==> config.mk <==
export PLATFORM = sky130hd
export DESIGN_NAME = alu_seq_param
export DESIGN_NICKNAME = d
export VERILOG_FILES = /design/src/rtl/alu_seq_param.sv
export SDC_FILE = /design/constraint.sdc
export NUM_CORES = 1
export LEC_CHECK = 0
export ABC_AREA = 1
export CAP_MARGIN = 20
export CORE_ASPECT_RATIO = 1.25
export CORE_MARGIN = 1
export CORE_UTILIZATION = 55
export CTS_BUF_LIST = sky130_fd_sc_hd__clkbuf_8
export CTS_CLUSTER_SIZE = 25
export DETAILED_ROUTE_END_ITERATION = 8
export PLACE_DENSITY_LB_ADDON = 0.25
export SKIP_CTS_REPAIR_TIMING = 1
export SLEW_MARGIN = 15
export SYNTH_ARGS = -nofsm -noshare
export SYNTH_HDL_FRONTEND = slang
export SYNTH_SLANG_ARGS = --single-unit
==> constraint.sdc <==
create_clock -name clk -period 2.6 [get_ports clk]
set_input_delay 0.39 -clock clk [delete_from_list [all_inputs] [get_ports clk]]
set_output_delay 0.39 -clock clk [all_outputs]
set_load 0.01 [all_outputs]
==> src/rtl/alu_seq_param.sv <==
// alu_seq_param: clocked WIDTH-bit ALU with operand/result registers
// and an iterative shift-add multiplier taking WIDTH cycles.
module alu_seq_param #(
    parameter int WIDTH = 8
) (
    input  logic             clk,
    input  logic             rst_n,
    input  logic             op_valid,
    input  logic [4:0]       op_sel,
    input  logic [WIDTH-1:0] din,
    output logic             busy,
    output logic             done,
    output logic [WIDTH-1:0] a_q,
    output logic [WIDTH-1:0] b_q,
    output logic [WIDTH-1:0] y_q,
    output logic [WIDTH-1:0] h_q,
    output logic             flag_c,
    output logic             flag_z
);

    localparam int CW = $clog2(WIDTH + 1);

    typedef enum logic {IDLE, MUL} state_t;

    state_t             state;
    state_t             state_nxt;
    logic [2*WIDTH-1:0] mcand;
    logic [2*WIDTH-1:0] acc;
    logic [2*WIDTH-1:0] acc_nxt;
    logic [WIDTH-1:0]   mplier;
    logic [CW-1:0]      cnt;
    logic               accept;
    logic               mul_last;
    logic [WIDTH-1:0]   alu_y;
    logic               alu_c;
    logic               wr_y;

    always_ff @(posedge clk or negedge rst_n) begin
        if (!rst_n) state <= IDLE;
        else        state <= state_nxt;
    end

    always_comb begin
        state_nxt = state;
        accept    = (state == IDLE) && op_valid;
        mul_last  = (state == MUL) && (cnt == CW'(1));
        unique case (state)
            IDLE: if (accept && op_sel == 5'h10) state_nxt = MUL;
            MUL:  if (mul_last) state_nxt = IDLE;
        endcase
    end

    assign acc_nxt = acc + (mplier[0] ? mcand : '0);

    // Y-writing opcodes; register-move opcodes clear wr_y
    always_comb begin
        alu_y = '0;
        alu_c = 1'b0;
        wr_y  = 1'b1;
        unique case (op_sel)
            5'h00: {alu_c, alu_y} = {1'b0, a_q} + {1'b0, b_q};
            5'h01: {alu_c, alu_y} = {1'b0, a_q} - {1'b0, b_q};
            5'h02: {alu_c, alu_y} = {a_q, 1'b0};
            5'h03: {alu_y, alu_c} = {1'b0, a_q};
            5'h04: begin
                if (a_q == b_q)     alu_y = '0;
                else if (a_q > b_q) alu_y = WIDTH'(1);
                else                alu_y = '1;
            end
            5'h05: alu_y = a_q & b_q;
            5'h06: alu_y = a_q | b_q;
            5'h07: alu_y = a_q ^ b_q;
            5'h08: alu_y = ~(a_q & b_q);
            5'h09: alu_y = ~(a_q | b_q);
            5'h0A: alu_y = ~(a_q ^ b_q);
            5'h0B: alu_y = ~a_q;
            5'h0C: begin
                alu_y = -a_q;
                alu_c = |a_q;
            end
            5'h0D, 5'h0E, 5'h0F,
            5'h10, 5'h11, 5'h12: wr_y = 1'b0;
            default: ;
        endcase
    end

    always_ff @(posedge clk or negedge rst_n) begin
        if (!rst_n) begin
            a_q    <= '0;
            b_q    <= '0;
            y_q    <= '0;
            h_q    <= '0;
            flag_c <= 1'b0;
            flag_z <= 1'b0;
            busy   <= 1'b0;
            done   <= 1'b0;
            mcand  <= '0;
            acc    <= '0;
            mplier <= '0;
            cnt    <= '0;
        end else begin
            done <= 1'b0;
            if (accept) begin
                done <= (op_sel != 5'h10);
                if (wr_y) begin
                    y_q    <= alu_y;
                    flag_c <= alu_c;
                    flag_z <= (alu_y == '0);
                end
                unique case (op_sel)
                    5'h0D: a_q <= y_q;
                    5'h0E: begin
                        a_q <= b_q;
                        b_q <= a_q;
                    end
                    5'h0F: a_q <= din;
                    5'h11: b_q <= din;
                    5'h12: begin
                        a_q    <= '0;
                        b_q    <= '0;
                        y_q    <= '0;
                        h_q    <= '0;
                        flag_c <= 1'b0;
                        flag_z <= 1'b0;
                    end
                    5'h10: begin
                        mcand  <= {{WIDTH{1'b0}}, a_q};
                        mplier <= b_q;
                        acc    <= '0;
                        cnt    <= CW'(WIDTH);
                        busy   <= 1'b1;
                    end
                    default: ;
                endcase
            end else if (state == MUL) begin
                acc    <= acc_nxt;
                mcand  <= mcand << 1;
                mplier <= mplier >> 1;
                cnt    <= cnt - CW'(1);
                if (mul_last) begin
                    h_q    <= acc_nxt[2*WIDTH-1:WIDTH];
                    y_q    <= acc_nxt[WIDTH-1:0];
                    flag_z <= (acc_nxt == '0);
                    flag_c <= |acc_nxt[2*WIDTH-1:WIDTH];
                    busy   <= 1'b0;
                    done   <= 1'b1;
                end
            end
        end
    end

endmodule
# Yosys cells after proc, flatten, opt, wreduce, memory -nomap -nowiden
# Cells that the tools add are included.
# totals
reg_bits,81
inputBits,16
# classes
add_sub_neg,5
magnitude_cmp,1
n_eq_ne,24
muxes,48
bitwise_logic,8
n_reduce_logical,19
# ops
operator,count
$mux W16,7
$mux W8,14
$pmux W8 S13,1
$eq A5 B4 Y1 const B,8
$not A8 Y8,4
$pmux W8 S4,1
$pmux W8 S3,1
$eq A5 B3 Y1 const B,4
$mux W1,19
$add A16 B16 Y16,1
$logic_not A16 Y1,1
$reduce_or A8 Y1,2
$eq A5 B5 Y1 const B,3
$mux W4,3
$eq A5 B2 Y1 const B,2
$add A8 B8 Y9,1
$reduce_and A3 Y1,3
$sub A8 B8 Y9,1
$and A8 B8 Y8,1
$eq A8 B8 Y1,1
$gt A8 B8 Y1,1
$logic_not A8 Y1,1
$neg A8 Y8,1
$or A8 B8 Y8,1
17 further kinds,23

# Depth between registers and ports, before layout
# Gate-level depths: netlist of the first run.
# depth
ltp_word,8
mapped_depth,21
ltp_nobuf,19

# Worst setup path after synthesis of the first run
# No wires, ideal clock.
# synth_timing
path_kind,register to register
from,register mplier[0]
to,register flag_z
setup_ns,0.077
arrival_ns,2.430
setup_slack_ns,0.092
path_stages_with_launch,20
n_path_buf,2
period_less_slack_ns,2.508
cell_sequence,dfrtp_1 -> clkbuf_1 -> clkbuf_1 -> nand2_1 -> inv_1 -> ha_1 -> fa_1 -> nand3_1 -> nand3_1 -> nand2_1 -> nand2_1 -> nand2_1 -> nand3b_1 -> nand2_1 -> nand2_1 -> nor2_1 -> nand3_1 -> nand2_1 -> inv_1 -> a21oi_1
# synth_via
elab_chain_len,6
# synth_rtl
element,line,rtl
start: declaration,30,logic [WIDTH-1:0] mplier;
start signal: assignment,128,mplier <= b_q;
start signal: assignment,138,mplier <= mplier >> 1;
$mux W16,53,assign acc_nxt = acc + (mplier[0] ? mcand : '0);
$add A16 B16 Y16,53,
$logic_not A16 Y1,143,flag_z <= (acc_nxt == '0);
$mux W1,140,if (mul_last) begin
$mux W1,135,end else if (state == MUL) begin
$mux W1,103,if (accept) begin
end signal: assignment,108,flag_z <= (alu_y == '0);
end signal: assignment,143,
end: declaration,18,output logic flag_z
# No other way between the ends. The select of a mux whose other input is x is not followed.
# A chain may end at the register's enable or synchronous reset.

# Worst setup path after layout of the first run
# Ends and elaborated chain as after synthesis.

==> metrics.yaml, run 1 <==
clockBufferDepth: 2
whs_ps: 498.7
worstPathRequired_ps: 2890
seq_area_frac_synth_pct: 31.28
netlist_instances: 1007
crit_chain: "nand2_1 > inv_1 > ha_2 > nand2_1 > nand2_1 > inv_1 > nand2_2 > nand2_1 > nand2_1 > nand2_1 > nand2_1 > nand2_1 > nand2_2 > nand2_1 > nor2_2 > nand3_2 > nand2_1 > inv_1 > a21oi_1"
overflow: 0
ant_nets: 0
setup_viol: 0
grt_pass1_wl_microns: 37100
syn2layout_area_growth_pct: 25.14
ys_warn_count: 0
crit_end: "flag_z$_DFFE_PN0P_"
grt.total_usage_pct: 40.72
total_power_mw: 11.07
first_pass_iters: 5
tightest_slew_ps: 732.7
synth.distinct_cells: 36
maxCapViolCount: 0
path_max_fanout: 6
dp.final_hpwl_microns: 19220
path_depth: 19
initial_core_util_pct: 57.35
synth-main-ff-cell: "dfrtp_1"
cts-htree-levels: 3
reg2reg_depth: 19
crit_top_cell: "nand2_1"
synth_nets: 1068
die_area_sq_mm: 0.01222
slowest_stage: "dfrtp_2"
fin_crit_ps: 2561
gp_congestion: 1.060
postRouteWirelength_microns: 25290
status: "finished clean"
async_flop_share_pct: 100.0
final.setup_skew_ps: 11.17
clock_sinks: 81
clock_latency_ps: 360
synthTopCellsByArea: "dfrtp_1 (31%), nand2_1 (18%), inv_1 (8.2%)"
cts_root_buf: "clkbuf_8"
path_class: "reg2reg"
die_h_microns: 123.4
cts_tree: "yes"
pin_count: 52
worstSetupStartpoint: "mplier[0]$_DFFE_PN0P_"
crit_arrival_ps: 2850
start_kind: "flip-flop"
vias: 7461
fp.coreArea_sq_mm: 0.01130
cpPeakStageDelay_ps: 460
antenna-diode-count: 0
wl_per_cell_microns: 19.85
syn-cell-area_sq_mm: 0.006480
cts_made_buffers: 9
hp-class: "in2async"
r2r-end: "flag_z$_DFFE_PN0P_"
cts.clk_slew.worst_paths_ps: 100
die_w_microns: 99.09
grt_max_degree: 54
drive_above_1_share_pct: 13.96
finalCritPeriodShare_pct: 98.51
r2r_slack_ps: 40
grt_pass1_vias: 7146
antenna_found_initial: 0
fin_tns_setup_ps: 0
ys_top_cells_by_count: "nand2_1 (311), inv_1 (142), nor2_1 (118)"
synth_most_common_cell: "nand2_1"
hold_violations: 0
ir_worst_vdd_v: 0.0007890
power_leakage_nw: 4.219
crit_family: "simple AND/OR/NAND/NOR gates"
rows: 43
synth_top_area_cell: "dfrtp_1"
clock.fmax_ghz: 0.3904
viasPerCell: 5.856
remaining_drc_errors: 0
slew_violations: 0
netlist.area_leader.share_pct: 31.28
power_density_mw_per_mm2: 1365
maxSlewHeadroom_pct: 50.64
reg2reg_from: "mplier[0]$_DFFE_PN0P_"
synth_edf_count: 0
first_iter_violations: 536
ys_ff_latch: 81
io_buffers: 51
endpoint_kind: "flip-flop"
critPathBufInv: 3
fin_nets: 1195
syn_avg_cell_area_sq_um: 6.435
[logic make-up (layout without fill, tap and decap cells)]
| family | after synthesis | in the layout | share of synthesized area (%) |
|---|---|---|---|
| buffers and inverters | 172 | 304 | 10.33 |
| xor gates and xnor gates | 10 | 10 | 1.352 |
| DFF | 81 | 81 | 31.28 |
| AOI/OAI and AO/OA | 147 | 147 | 12.63 |
| and+or+nand+nor | 552 | 552 | 35.37 |
| adders and majority gates | 45 | 45 | 9.036 |
[per-stage QoR]
step | cells | setup WS, ps | utilization [%] | instance area, sq um
6_report | 1274 | 38.65 | 71.77 | 8109
3_3_place_gp | 1249 | -40.92 | 67.88 | 7670
4_1_cts | 1265 | -128.2 | 69.52 | 7855
3_5_place_dp | 1249 | -85.73 | 67.88 | 7670
2_1_floorplan | 1007 | 92.43 | - | 6480
5_1_grt | 1274 | -90.00 | 71.77 | 8109
[worst register-to-register path, cell delays in order (launching register included)]
cell and delay, ps:
dfrtp_2 460, nand2_1 70, inv_1 50, ha_2 390, nand2_1 70, nand2_1 110, inv_1 90, nand2_2 130
nand2_1 80, nand2_1 130, nand2_1 100, nand2_1 70, nand2_1 60, nand2_2 100, nand2_1 80, nor2_2 180
nand3_2 90, nand2_1 60, inv_1 40, a21oi_1 130
[metal layers]
metal,GRT usage (%),share of wire (%)
met1,42.79,35
met2,72.47,48
met3,7.349,7.8
met4,31.71,8.8
met5,0,0
[cells in the final DEF, fill, tap and decap left out, types with 17 or more instances in the layout]
cell	n
nand3_1	77
ha_1	30
a31oi_1	18
o22ai_1	26
nor2_1	111
o21ai_0	72
nand2_1	304
clkdlybuf4s50_1	50
nand4_1	17
dfrtp_1	80
inv_1	139
a21oi_1	21
buf_4	82
[flip-flops by register name (all words and copies together) (netlist names)]
| register | cells |
|---|---|
| mplier | 8 |
| acc | 16 |
| y_q | 8 |
| flag_c | 1 |
| cnt | 4 |
| mcand | 16 |
| h_q | 8 |
| b_q | 8 |
| done | 1 |
| busy | 1 |
| a_q | 8 |
| flag_z | 1 |
| state | 1 |
[power breakdown]
part / internal [mW] / switching [mW]
Sequential: 1.83 / 0.497
Combinational: 3.04 / 4.80
Clock: 0.365 / 0.532
[area by class of cell]
class,count,area (sq um)
Multi-Input combinational cell,754,3963
Inverter,151,566.8
Fill cell,925,3189
Timing Repair Buffer,137,1197
Clock buffer,9,123.9
Tap cell,135,168.9
Sequential cell,81,2028
Clock inverter,7,61.31
[worst min path at each step]
stage / cells after the start / startpoint / slack (ps) / to
finish: 2 / rst_n / 500 / acc[1]$_DFFE_PN0P_
floorplan: 0 / rst_n / 90 / a_q[0]$_DFFE_PN0P_
CTS: 1 / rst_n / -50 / acc[1]$_DFFE_PN0P_
global route: 2 / mcand[15]$_DFFE_PN0P_ / 520 / mcand[15]$_DFFE_PN0P_
detailed placement: 1 / rst_n / 350 / acc[1]$_DFFE_PN0P_
global placement: 1 / rst_n / 340 / acc[1]$_DFFE_PN0P_
(Power assumes the default switching activity.)
==> run 2, diff against run 1 <==
--- a/config.mk
+++ b/config.mk
@@ -6,11 +6,12 @@
 export NUM_CORES = 1
 export LEC_CHECK = 0
 export ABC_AREA = 1
-export CAP_MARGIN = 20
+export CAP_MARGIN = 40
 export CORE_ASPECT_RATIO = 1.25
 export CORE_MARGIN = 1
 export CORE_UTILIZATION = 55
 export CTS_BUF_LIST = sky130_fd_sc_hd__clkbuf_8
+export CTS_CLUSTER_DIAMETER = 200
 export CTS_CLUSTER_SIZE = 25
 export DETAILED_ROUTE_END_ITERATION = 8
 export PLACE_DENSITY_LB_ADDON = 0.25
==> results of run 2 <==
The final DEF is identical to that of run 1; final timing and power are the same.
==> run 3, diff against run 2 <==
--- a/config.mk
+++ b/config.mk
@@ -14,6 +14,7 @@
 export CTS_CLUSTER_DIAMETER = 200
 export CTS_CLUSTER_SIZE = 25
 export DETAILED_ROUTE_END_ITERATION = 8
+export GPL_ROUTABILITY_DRIVEN = 0
 export PLACE_DENSITY_LB_ADDON = 0.25
 export SKIP_CTS_REPAIR_TIMING = 1
 export SLEW_MARGIN = 15
==> run 3 against run 2 <==
Net effect:
- worst setup slack gained 150 ps
- power down 3.4%
- clock skew grew 3.1 ps
- maximum frequency increased by 6.1%
- critical endpoint unchanged
- critical path type unchanged
- first-iteration DRC count is 4.9% higher
- clock power increased by 16%
- cell count fell by 2.2%
- cell area decreased by 2.2%
- die area did not move
==> metrics.yaml, run 3 (synthesis gave the netlist of run 1 again) <==
placed_cell_area_sq_mm: 0.007477  # was 0.007670 sq mm
start_kind: "flip-flop"  # unchanged
overflow: 0  # unchanged
remaining_drc_errors: 0  # unchanged
first_iter_violations: 562  # was 536
ant_nets: 0  # unchanged
grt_pass1_wl_microns: 34710  # was 37100 microns
postRouteWirelength_microns: 21650  # was 25290 microns
pin_count: 52  # unchanged
clock_sinks: 81  # unchanged
die_w_microns: 99.09  # unchanged
vias: 7175  # was 7461
cts_made_buffers: 9  # unchanged
ir_worst_vdd_v: 0.0008085  # was 0.0007890 V
finalCritPeriodShare_pct: 92.89  # was 98.51%
tightest_slew_ps: 730.2  # was 732.7 ps
nFillCells: 961  # was 925
clockBufferDepth: 2  # unchanged
largestRegisters: "acc x16, mcand x16"  # unchanged
endpoint_kind: "flip-flop"  # unchanged
die_h_microns: 123.4  # unchanged
slowest_stage: "dfrtp_1"  # was dfrtp_2
final_cell_area_sq_mm: 0.007930  # was 0.008109 sq mm
final_core_util_pct: 70.19  # was 71.77%
antenna_found_initial: 0  # unchanged
cts_root_buf: "clkbuf_8"  # unchanged
total_power_mw: 10.69  # was 11.07 mW
power_density_mw_per_mm2: 1348  # was 1365 mW/mm^2
critPathBufInv: 3  # unchanged
reg2reg_from: "b_q[4]$_DFFE_PN0P_"  # was mplier[0]$_DFFE_PN0P_
fin_nets: 1167  # was 1195
fin_cells: 1246  # was 1274
cts_tree: "yes"  # unchanged
clock_latency_ps: 380  # was 360 ps
cts-htree-levels: 3  # unchanged
worstPathRequired_ps: 2900  # was 2890 ps
hp-class: "in2async"  # unchanged
initial_core_util_pct: 57.35  # unchanged
power_leakage_nw: 4.096  # was 4.219 nW
first_pass_iters: 7  # was 5
grt.total_usage_pct: 37.53  # was 40.72%
cts.clk_slew.worst_paths_ps: 90  # was 100 ps
fp.coreArea_sq_mm: 0.01130  # unchanged
worstSetupStartpoint: "b_q[4]$_DFFE_PN0P_"  # was mplier[0]$_DFFE_PN0P_
drive_above_1_share_pct: 11.88  # was 13.96%
hold_violations: 0  # unchanged
die_area_sq_mm: 0.01222  # unchanged
io_buffers: 51  # unchanged
placedCellCount: 1225  # was 1249
path_max_fanout: 8  # was 6
path_class: "reg2reg"  # unchanged
crit_top_cell: "nand2_1"  # unchanged
maxCapViolCount: 0  # unchanged
crit_family: "simple AND/OR/NAND/NOR gates"  # unchanged
final.setup_skew_ps: 14.22  # was 11.17 ps
grt_max_degree: 44  # was 54
grt_pass1_vias: 6937  # was 7146
crit_arrival_ps: 2720  # was 2850 ps
clock.fmax_ghz: 0.4140  # was 0.3904 GHz
viasPerCell: 5.758  # was 5.856
crit_chain: "inv_1 > ha_1 > inv_2 > nand2_1 > inv_1 > nand4_1 > nand2_1 > nor2_1 > nand2_1 > nand2_1 > nor2_1 > nand3_1 > nor2_1 > nand2_1 > a21oi_1"  # was nand2_1 > inv_1 > ha_2 > nand2_1 > nand2_1 > inv_1 > nand2_2 > nand2_1 > nand2_1 > nand2_1 > nand2_1 > nand2_1 > nand2_2 > nand2_1 > nor2_2 > nand3_2 > nand2_1 > inv_1 > a21oi_1
final_cell_mix: "nand2_1 (301), inv_1 (141), nor2_1 (111)"  # was nand2_1 (304), inv_1 (139), nor2_1 (111)
maxSlewHeadroom_pct: 51.14  # was 50.64%
antenna-diode-count: 0  # unchanged
setup_viol: 0  # unchanged
mostFrequentLayoutCell: "nand2_1"  # unchanged
cpPeakStageDelay_ps: 420  # was 460 ps
wl_per_cell_microns: 17.37  # was 19.85 microns
status: "finished clean"  # unchanged
syn2layout_area_growth_pct: 22.38  # was 25.14%
slew_violations: 0  # unchanged
dp.final_hpwl_microns: 16420  # was 19220 microns
fin_crit_ps: 2415  # was 2561 ps
rows: 43  # unchanged
[run 3: cell types whose count changed in the layout (fill, tap and decap cells not counted), moves of 2 or more]
cell       previous run  this run
buf_4                82        56
bufinv_16             0         2
inv_1               139       141
nand2_1             304       301
nand2_2              10        13
[run 3: layout make-up]
class                      instances  area, sq um  share of cell area (%)
clock inverter                     7        93.84                   1.183
clock buffer                       9        123.9                   1.562
tap                              135        168.9                   2.130
timing repair buffer             109        972.2                   12.26
inverter                         151        566.8                   7.147
multi-input combinational        754         3976                   50.14
sequential                        81         2028                   25.58
[run 3: worst register-to-register path: cells and delay by family, from the launching register on]
family,cells,cell delay [ps]
AND/OR/NAND/NOR,10,1040
adder cells (fa/ha/maj),1,430
flip-flops,1,420
buffers and inverters,3,340
AO/OA/AOI/OAI,1,110
[run 3: where the power goes]
group | switching (mW) | internal, mW
clock network | 0.500 | 0.542
logic | 4.44 | 2.90
registers | 0.472 | 1.83
total | 5.41 | 5.27
[run 3: per-layer routing]
layer / track usage (%) / wire length (microns) / share of wire [%] / vias to the layer above
met5: 0 / 0 / 0 / -
met4: 29.04 / 1762 / 8.1 / 0
met3: 8.592 / 1724 / 8.0 / 144
met2: 62.89 / 10100 / 47 / 377
met1: 41.57 / 8056 / 37 / 3227
li1: - / - / - / 3427
[run 3: final timing paths]
| kind | end | slack [ps] | cells past startpoint |
|---|---|---|---|
| setup / recovery | flag_z$_DFFE_PN0P_ | 180 | 15 |
| min in group clk | mcand[15]$_DFFE_PN0P_ | 490 | 2 |
| setup reg to reg | flag_z$_DFFE_PN0P_ | 180 | 15 |
| hold reg to reg | mcand[15]$_DFFE_PN0P_ | 490 | 2 |
| hold / removal | acc[1]$_DFFE_PN0P_ | 5 | 1 |
| max in group asynchronous | mcand[10]$_DFFE_PN0P_ | 1940 | 2 |
[run 3: through the flow]
stage	setup slack, ps	TNS (ps)	hold WS [ps]
4_1_cts	-49.27	-49.27	13.43
3_5_place_dp	-31.82	-31.82	424.4
6_report	184.8	0	5.195
2_1_floorplan	92.43	0	94.41
3_3_place_gp	-0.5445	-0.5445	427.4
5_1_grt	-48.94	-48.94	41.86
